<file path="src/rtl/rip_branch_predictor_const.sv">
// Shared branch predictor types: table index, 2-bit counter and the
// per-branch metadata carried from fetch to resolve.
package rip_branch_predictor_const;

   localparam int BP_INDEX_W = 8;

   typedef logic [BP_INDEX_W-1:0] bp_index_t;

   typedef enum logic [1:0] {
      STRONGLY_NOT_TAKEN = 2'b00,
      WEAKLY_NOT_TAKEN   = 2'b01,
      WEAKLY_TAKEN       = 2'b10,
      STRONGLY_TAKEN     = 2'b11
   } bp_weight_t;

   typedef struct packed {
      bp_index_t   index;
      bp_weight_t  weight;
      logic        pred;
      logic [31:0] pc;
      logic [31:0] npc;
   } bp_meta_t;

   function automatic logic [31:0] bp_seq_pc(
      input logic [31:0] pc
   );
      return pc + 32'd4;
   endfunction

endpackage

</file>
<file path="src/rtl/rip_bp_meta_fifo.sv">
// In-order metadata store for in-flight branches.
// Flush wins over push and pop and leaves the queue empty.
module rip_bp_meta_fifo
   import rip_branch_predictor_const::*;
#(
   parameter int DEPTH = 4,
   parameter int PTR_W = $clog2(DEPTH)
) (
   input  logic           clk,
   input  logic           rst,
   input  logic           flush_i,
   input  logic           push_i,
   input  bp_meta_t       wdata_i,
   input  logic           pop_i,
   output bp_meta_t       rdata_o,
   output logic [PTR_W:0] count_o,
   output logic           full_o,
   output logic           empty_o
);

   localparam logic [PTR_W:0] FULL_C = (PTR_W+1)'(DEPTH);

   bp_meta_t         mem_q [DEPTH];
   logic [PTR_W-1:0] wr_ptr_q, wr_ptr_d;
   logic [PTR_W-1:0] rd_ptr_q, rd_ptr_d;
   logic [PTR_W:0]   count_q, count_d;
   logic             do_push;
   logic             do_pop;

   assign full_o  = (count_q == FULL_C);
   assign empty_o = (count_q == '0);
   assign count_o = count_q;
   assign rdata_o = mem_q[rd_ptr_q];

   assign do_push = push_i & ~full_o & ~flush_i;
   assign do_pop  = pop_i & ~empty_o & ~flush_i;

   always_comb begin
      wr_ptr_d = wr_ptr_q;
      rd_ptr_d = rd_ptr_q;
      count_d  = count_q;
      if (flush_i) begin
         wr_ptr_d = '0;
         rd_ptr_d = '0;
         count_d  = '0;
      end else begin
         if (do_push) wr_ptr_d = wr_ptr_q + 1'b1;
         if (do_pop)  rd_ptr_d = rd_ptr_q + 1'b1;
         unique case ({do_push, do_pop})
            2'b10:   count_d = count_q + 1'b1;
            2'b01:   count_d = count_q - 1'b1;
            default: count_d = count_q;
         endcase
      end
   end

   always_ff @(posedge clk) begin
      if (rst) begin
         wr_ptr_q <= '0;
         rd_ptr_q <= '0;
         count_q  <= '0;
      end else begin
         wr_ptr_q <= wr_ptr_d;
         rd_ptr_q <= rd_ptr_d;
         count_q  <= count_d;
      end
   end

   // Storage needs no reset: entries are only read while count is non-zero.
   always_ff @(posedge clk) begin
      if (do_push) mem_q[wr_ptr_q] <= wdata_i;
   end

endmodule

</file>
<file path="src/rtl/rip_branch_resolve_queue.sv">
// Branch resolve queue: predictor update and mispredict redirect.
// Optional BP_STATS_EN builds saturating resolve/mispredict counters.
module rip_branch_resolve_queue
   import rip_branch_predictor_const::*;
#(
   parameter int DEPTH = 4,
   parameter int PTR_W = $clog2(DEPTH)
) (
   input  logic           clk,
   input  logic           rst,
   input  logic           stall,
   input  logic           push_valid,
   output logic           push_ready,
   input  bp_index_t      push_index,
   input  bp_weight_t     push_weight,
   input  logic           push_pred,
   input  logic [31:0]    push_pc,
   input  logic [31:0]    push_npc,
   input  logic           resolve_valid,
   input  logic           resolve_taken,
   input  logic [31:0]    resolve_target,
   output logic           update,
   output bp_index_t      update_index,
   output bp_weight_t     update_weight,
   output logic           actual,
   output logic           redirect,
   output logic [31:0]    redirect_pc,
   output logic [PTR_W:0] count,
   output logic [31:0]    stat_branches,
   output logic [31:0]    stat_mispred
);

   bp_meta_t    push_meta;
   bp_meta_t    head;
   logic        fifo_full;
   logic        fifo_empty;
   logic        push_acc;
   logic        res_acc;
   logic        mispred;
   logic        flush;
   logic [31:0] corr_pc;

   logic        update_q,        update_d;
   logic        redirect_q,      redirect_d;
   logic        actual_q,        actual_d;
   bp_index_t   update_index_q,  update_index_d;
   bp_weight_t  update_weight_q, update_weight_d;
   logic [31:0] redirect_pc_q,   redirect_pc_d;

   assign push_meta = '{
      index:  push_index,
      weight: push_weight,
      pred:   push_pred,
      pc:     push_pc,
      npc:    push_npc
   };

   assign push_ready = ~fifo_full;
   assign push_acc   = push_valid & ~fifo_full & ~stall;
   assign res_acc    = resolve_valid & ~fifo_empty & ~stall;

   assign mispred = (resolve_taken != head.pred)
                  | (resolve_taken & (resolve_target != head.npc));
   assign corr_pc = resolve_taken ? resolve_target
                                  : bp_seq_pc(head.pc);
   assign flush   = res_acc & mispred;

   rip_bp_meta_fifo #(
      .DEPTH (DEPTH),
      .PTR_W (PTR_W)
   ) u_fifo (
      .clk     (clk),
      .rst     (rst),
      .flush_i (flush),
      .push_i  (push_acc),
      .wdata_i (push_meta),
      .pop_i   (res_acc),
      .rdata_o (head),
      .count_o (count),
      .full_o  (fifo_full),
      .empty_o (fifo_empty)
   );

   // Strobes hold under stall so a resolve is never lost, only delayed.
   always_comb begin
      update_d        = update_q;
      redirect_d      = redirect_q;
      actual_d        = actual_q;
      update_index_d  = update_index_q;
      update_weight_d = update_weight_q;
      redirect_pc_d   = redirect_pc_q;
      if (!stall) begin
         update_d   = res_acc;
         redirect_d = flush;
      end
      if (res_acc) begin
         actual_d        = resolve_taken;
         update_index_d  = head.index;
         update_weight_d = head.weight;
         redirect_pc_d   = corr_pc;
      end
   end

   always_ff @(posedge clk) begin
      if (rst) begin
         update_q        <= 1'b0;
         redirect_q      <= 1'b0;
         actual_q        <= 1'b0;
         update_index_q  <= '0;
         update_weight_q <= STRONGLY_NOT_TAKEN;
         redirect_pc_q   <= '0;
      end else begin
         update_q        <= update_d;
         redirect_q      <= redirect_d;
         actual_q        <= actual_d;
         update_index_q  <= update_index_d;
         update_weight_q <= update_weight_d;
         redirect_pc_q   <= redirect_pc_d;
      end
   end

   assign update        = update_q & ~stall;
   assign redirect      = redirect_q & ~stall;
   assign actual        = actual_q;
   assign update_index  = update_index_q;
   assign update_weight = update_weight_q;
   assign redirect_pc   = redirect_pc_q;

`ifdef BP_STATS_EN
   logic [31:0] br_cnt_q, br_cnt_d;
   logic [31:0] mp_cnt_q, mp_cnt_d;

   always_comb begin
      br_cnt_d = br_cnt_q;
      mp_cnt_d = mp_cnt_q;
      if (res_acc && br_cnt_q != 32'hFFFF_FFFF)
         br_cnt_d = br_cnt_q + 32'd1;
      if (flush && mp_cnt_q != 32'hFFFF_FFFF)
         mp_cnt_d = mp_cnt_q + 32'd1;
   end

   always_ff @(posedge clk) begin
      if (rst) begin
         br_cnt_q <= '0;
         mp_cnt_q <= '0;
      end else begin
         br_cnt_q <= br_cnt_d;
         mp_cnt_q <= mp_cnt_d;
      end
   end

   assign stat_branches = br_cnt_q;
   assign stat_mispred  = mp_cnt_q;
`else
   assign stat_branches = 32'd0;
   assign stat_mispred  = 32'd0;
`endif

endmodule

</file>
<file path="config.mk">
export PLATFORM = sky130hd
export DESIGN_NAME = rip_branch_resolve_queue
export DESIGN_NICKNAME = d
export VERILOG_FILES = /design/src/rtl/rip_branch_predictor_const.sv /design/src/rtl/rip_bp_meta_fifo.sv /design/src/rtl/rip_branch_resolve_queue.sv
export SDC_FILE = /design/constraint.sdc
export NUM_CORES = 1
export LEC_CHECK = 0
export CAP_MARGIN = 20
export CORE_UTILIZATION = 50
export CTS_CLUSTER_SIZE = 8
export DETAILED_ROUTE_END_ITERATION = 10
export DONT_BUFFER_PORTS = 1
export GPL_TIMING_DRIVEN = 1
export HOLD_SLACK_MARGIN = 0.12
export SLEW_MARGIN = 10
export SYNTH_ARGS = -nofsm -noshare
export SYNTH_HDL_FRONTEND = slang
export SYNTH_SLANG_ARGS = --single-unit
</file>
<file path="constraint.sdc">
create_clock -name clk -period 13.55 [get_ports clk]
set_input_delay 2.71 -clock clk [delete_from_list [all_inputs] [get_ports clk]]
set_output_delay 2.71 -clock clk [all_outputs]
set_load 0.03 [all_outputs]
</file>
== Word level (Yosys, flattened, before mapping) ==
Memories as Yosys holds them, arrays and structs flattened. A register that Yosys moved wholly into a read port is not among the register bits.
Index checks and enable logic that the tools add are counted.

* Bits in registers: 52
* Latch bits: 0
* Bits in writable memories: 300
* Bits in read-only memories: 0
* Input port bits: 113
* Output and inout bits: 113
* Logic and storage cells: 46
* Memories kept: 1

{| class="wikitable"
|+ Memory list
! name !! depth !! bits a word !! rd ports !! clocked after Yosys merged registers in !! wr ports !! line !! source
|-
| u_fifo.mem_q || 4 || 75 || 1 || 1 || 1 || rip_bp_meta_fifo.sv:23 || <nowiki>bp_meta_t mem_q [DEPTH];</nowiki>
|}

* Add/sub/neg operators: 5
* Multiply operators: 0
* Div/mod/pow operators: 0
* $lt $le $gt $ge: 0
* Equality and inequality tests: 5
* Shift-type cells: 0
* Multiplexer cells: 6
* Bitwise gates (word level): 17
* Reductions and logical operators: 3

{| class="wikitable"
|+ Operators with widths
! cell !! number
|-
| $add 32x3->32 const B || 1
|-
| $mux 32 || 1
|-
| $ne 32x32->1 || 1
|-
| $and 1x1->1 || 12
|-
| $pmux 3 s2 || 1
|-
| $add 2x1->2 const B || 2
|-
| $mux 2 || 2
|-
| $not 1->1 || 4
|-
| $add 3x1->3 const B || 1
|-
| $eq 3x3->1 const B || 1
|-
| $logic_not 3->1 || 1
|-
| $sub 3x1->3 const B || 1
|-
| $eq 2x1->1 const B || 1
|-
| $eq 2x2->1 const B || 1
|-
| $mux 1 || 2
|-
| $reduce_bool 2->1 || 1
|-
| $reduce_or 2->1 || 1
|-
| $ne 1x1->1 || 1
|-
| $or 1x1->1 || 1
|}

== Longest topological paths before layout ==
* Depth after elaboration: 9
* Mapped depth: 18
* Mapped depth without buffers: 14

== Hierarchy ==
Synthesis repeated with hierarchy kept, for this count alone.

* Cell total of the unflattened synthesis: 876
* Area total of the unflattened synthesis: 14619.0 um^2

{| class="wikitable"
|+ By module, submodules not included
! module !! times used !! cells an instance !! area each (um^2)
|-
| rip_bp_meta_fifo || 1 || 448 || 11332.1
|-
| rip_branch_resolve_queue || 1 || 428 || 3286.9
|}

== Worst setup path before layout ==
No wires, ideal clock.

* Kind: input port to flip-flop
* Start: input port resolve_target[13]
* End: memory u_fifo.mem_q[0][0] (netlist name), enable pin
* Library setup time: 0.533 ns
* Arrival: 7.518 ns
* Slack: 5.498 ns
* Stages: 6
* Buffers on the path: 1
* Cells stage by stage: o2bb2ai_1 or4_1 a211oi_1 a31oi_1 buf_2 a21oi_1

* Cells in the longest elaborated chain, start to end: 8

{| class="wikitable"
|+ RTL lines
! element !! line !! source
|-
| start: declaration || rip_branch_resolve_queue.sv:21 || <nowiki>input logic [31:0] resolve_target,</nowiki>
|-
| $ne 32x32->1 || rip_branch_resolve_queue.sv:63 || <nowiki>| (resolve_taken & (resolve_target != head.npc));</nowiki>
|-
| $and 1x1->1 || rip_branch_resolve_queue.sv:63 ||
|-
| $or 1x1->1 || rip_branch_resolve_queue.sv:63 ||
|-
| $and 1x1->1 || rip_branch_resolve_queue.sv:66 || <nowiki>assign flush = res_acc & mispred;</nowiki>
|-
| $not 1->1 || rip_bp_meta_fifo.sv:35 || <nowiki>assign do_push = push_i & ~full_o & ~flush_i;</nowiki>
|-
| $and 1x1->1 || rip_bp_meta_fifo.sv:35 ||
|-
| $mux 1 || rip_bp_meta_fifo.sv:71 || <nowiki>if (do_push) mem_q[wr_ptr_q] <= wdata_i;</nowiki>
|-
| $mux 1 (not written as such) || rip_bp_meta_fifo.sv:71 ||
|-
| end: declaration || rip_bp_meta_fifo.sv:23 ||
|}

No other way between the ends.

== Worst setup path in the final report ==
* Start: input port stall
* End: output port redirect

* Cells in the longest elaborated chain, start to end: 2

{| class="wikitable"
|+ RTL lines
! element !! line !! source
|-
| start: declaration || rip_branch_resolve_queue.sv:11 || <nowiki>input logic stall,</nowiki>
|-
| $not 1->1 || rip_branch_resolve_queue.sv:123 || <nowiki>assign redirect = redirect_q & ~stall;</nowiki>
|-
| $and 1x1->1 || rip_branch_resolve_queue.sv:123 ||
|-
| end: declaration || rip_branch_resolve_queue.sv:26 || <nowiki>output logic redirect,</nowiki>
|}

No other way between the ends.

==> run metrics <==
cts repair resizes 0; run status complete, no violations; post-synthesis async set-or-reset flop share 0%; most frequent cells in the layout edfxtp_1 (300), nand2_1 (90), conb_1 (64); CP max-delay cell nor2b_1; FF+latch count, synth approximately 350; worst stage delay on the critical path 0.53 ns; Die X 175 µm; period utilisation layout 43.9%; crit path launch type input port; Die Height between 150 and 200 µm; register area share after synthesis just under 70%; clock transition at the registers of the reported paths 0.05 ns; GP Congestion between 0.8 and 0.9; WL/cell ~24 µm; Post-DP HPWL 21900 µm; maxcap violations 0; Crit Path Class input port to primary output; post-synth top area share 60.3%; residual DRC count 0; Crit path required time ~11 ns; Yosys cell types 57; most common cell after layout, fill and taps aside edfxtp_1; IO buf count 0; first-pass GRT wire length 49500 µm; synth top area cells edfxtp_1 (60%), dfxtp_1 (7.2%), mux4_2 (7.1%), mux4_1 (3.3%), buf_4 (3.3%); Power Density about 150 nW/µm²; RSZ-0062 raised after global routing no; Die ar. between 30000 and 40000 µm²; Initial Utilization between 50% and 60%; Fin Setup TNS 0 ns; Worst Path Buf+Inv 0; fillcell total ~2.3k; Final nets 1065; Post-CTS Hold Buffers 0; Root Driver clkbuf_16; H-tree depth 2; pin count of the biggest net entering global routing 61; synthesized area between 10000 and 15000 µm²; min cycle time layout ~6.0 ns; antenna viol nets, final 0; # IOs around 230; gr ovfl total 0; share of cells above drive strength 1 13.3%; endpoints failing setup 0; Yosys top cell by area edfxtp_1; total CTS buffers 50; num rows 62; Worst Tran Pin Value 0.947 ns; CTS tree built; Max-slew headroom 36.8%; P&R area growth vs syn 10.4%; first-pass iteration count of the detailed router 5; post-route clock skew ~0.021 ns; Leakage 0.00523 µW; Post-Syn Instances 926; HP Class flip-flop to flip-flop; ys flop type edfxtp_1; Crit path max-delay family simple AND/OR/NAND/NOR gates; initial antenna violation count 1; Critical Path AT 3.24 ns; Setup WS pre-CTS 7.58 ns; CTS max path bufs 3; syn avg cell area 16.1 µm²; final wirelength between 30000 and 40000 µm; Iter 0 DRT Violations 616; worst-case vdd ir drop 0.0000996 V; vias per cell around 5.7; worst skew pair latency 0.55 ns; FMAX 168 MHz; Core ar. 29100 µm²; number of synthesized flops with an enable pin 300; largest fanout on the critical path 5; Ys Warns 0; area of the multi-input gates 4360 µm²; Via Count 7780; vias in the first global route 7792; # Post-CTS Setup Buffers 0; cells along the critical path nor2b_1; Sequential Area 10100 µm²; Sink Count 354; Final Hold Viols 0; fin. max-slew vios 0; Final Worst Setup Slack 7.60 ns; CP Capture Type primary output; GRT Overall Usage 22.1%
[per-layer routing]
| metal | vias to the layer above | track usage (%) | share of wire, % |
|---|---|---|---|
| li1 | 3497 | - | - |
| met1 | 3942 | 28.8 | 41 |
| met2 | 291 | 35.2 | 48 |
| met3 | 50 | 7.55 | 8.6 |
| met4 | 0 | 6.49 | 2.1 |
| met5 | - | 0 | 0 |
[worst paths after layout]
check,startpoint,to,slack (ns),depth (start not counted)
worst max-delay path,stall,redirect,7.60,1
worst min-delay path,update_q,update_q,0.46,2
worst max register to register,flip-flop,u_fifo.mem_q[1][40],8.37,9
worst min register to register,update_q,update_q,0.46,2
[synth_stat cells (all sizes together), types with 8 or more instances]
library cell and count:
a211oi 11, a21oi 39, a31oi 13, and3 12
buf 82, clkbuf 25, dfxtp 54, edfxtp 300
inv 8, mux2i 25, mux4 66, nand2 91
nand3 19, nand4 11, nor2 16, nor3 13
o21ai 20, o22ai 8, xnor2 39, xor2 28
[layout make-up]
class	count	area share, %
Sequential cell	354	61.2
Multi-Input combinational cell	519	26.4
Clock buffer	89	8.47
Tap cell	384	2.91
Timing Repair Buffer	11	0.501
Clock inverter	4	0.250
Inverter	9	0.205
Antenna cell	1	0.0152
[kinds of logic after synthesis]
logic type	after synthesis	synth area share, %
AO/OA/AOI/OAI	101	4.00
XOR/XNOR	67	3.98
adder cells (fa/ha/maj)	7	0.636
buffers and inverters	116	5.34
flip-flops	354	67.5
multiplexers	93	12.2
other	1	0.0251
AND/OR/NAND/NOR	187	6.29
[where the power goes]
part,internal [µW],leakage (µW),switching (µW)
Combinational,35.5,0.00139,78.9
Clock,691,0.000678,434
Sequential,1210,0.00316,19.1
Total,1940,0.00523,532
[per-stage QoR]
step / hold WS (ns) / util, % / std cells / total power, µW / instance area (µm²)
floorplan: 0.432 / - / 989 / 1360 / 15200
CTS: 0.458 / 56.7 / 1370 / 2490 / 16500
finish: 0.459 / 56.7 / 1371 / 2470 / 16500
detailed placement: 0.449 / 51.8 / 1277 / 1370 / 15100
global route: 0.476 / 56.7 / 1370 / 2550 / 16500
global placement: 0.440 / 51.8 / 1277 / 1360 / 15100
[worst min-delay path: cells and delay by family (launching register included)]
kind,cells,cell delay (ns)
AOI/OAI and AO/OA,1,0.05
DFF,1,0.30
and+or+nand+nor,1,0.06
[flip-flops by register name, indices dropped and copies added (netlist names), named ones only]
register,cells
redirect_pc,32
u_fifo.rd_ptr_q,2
actual,1
update_index,8
u_fifo.count_o,3
update_q,1
u_fifo.wr_ptr_q,2
update_weight,2
redirect_q,1
u_fifo.mem_q,300
Note: power is estimated with default switching activity, not from simulation.
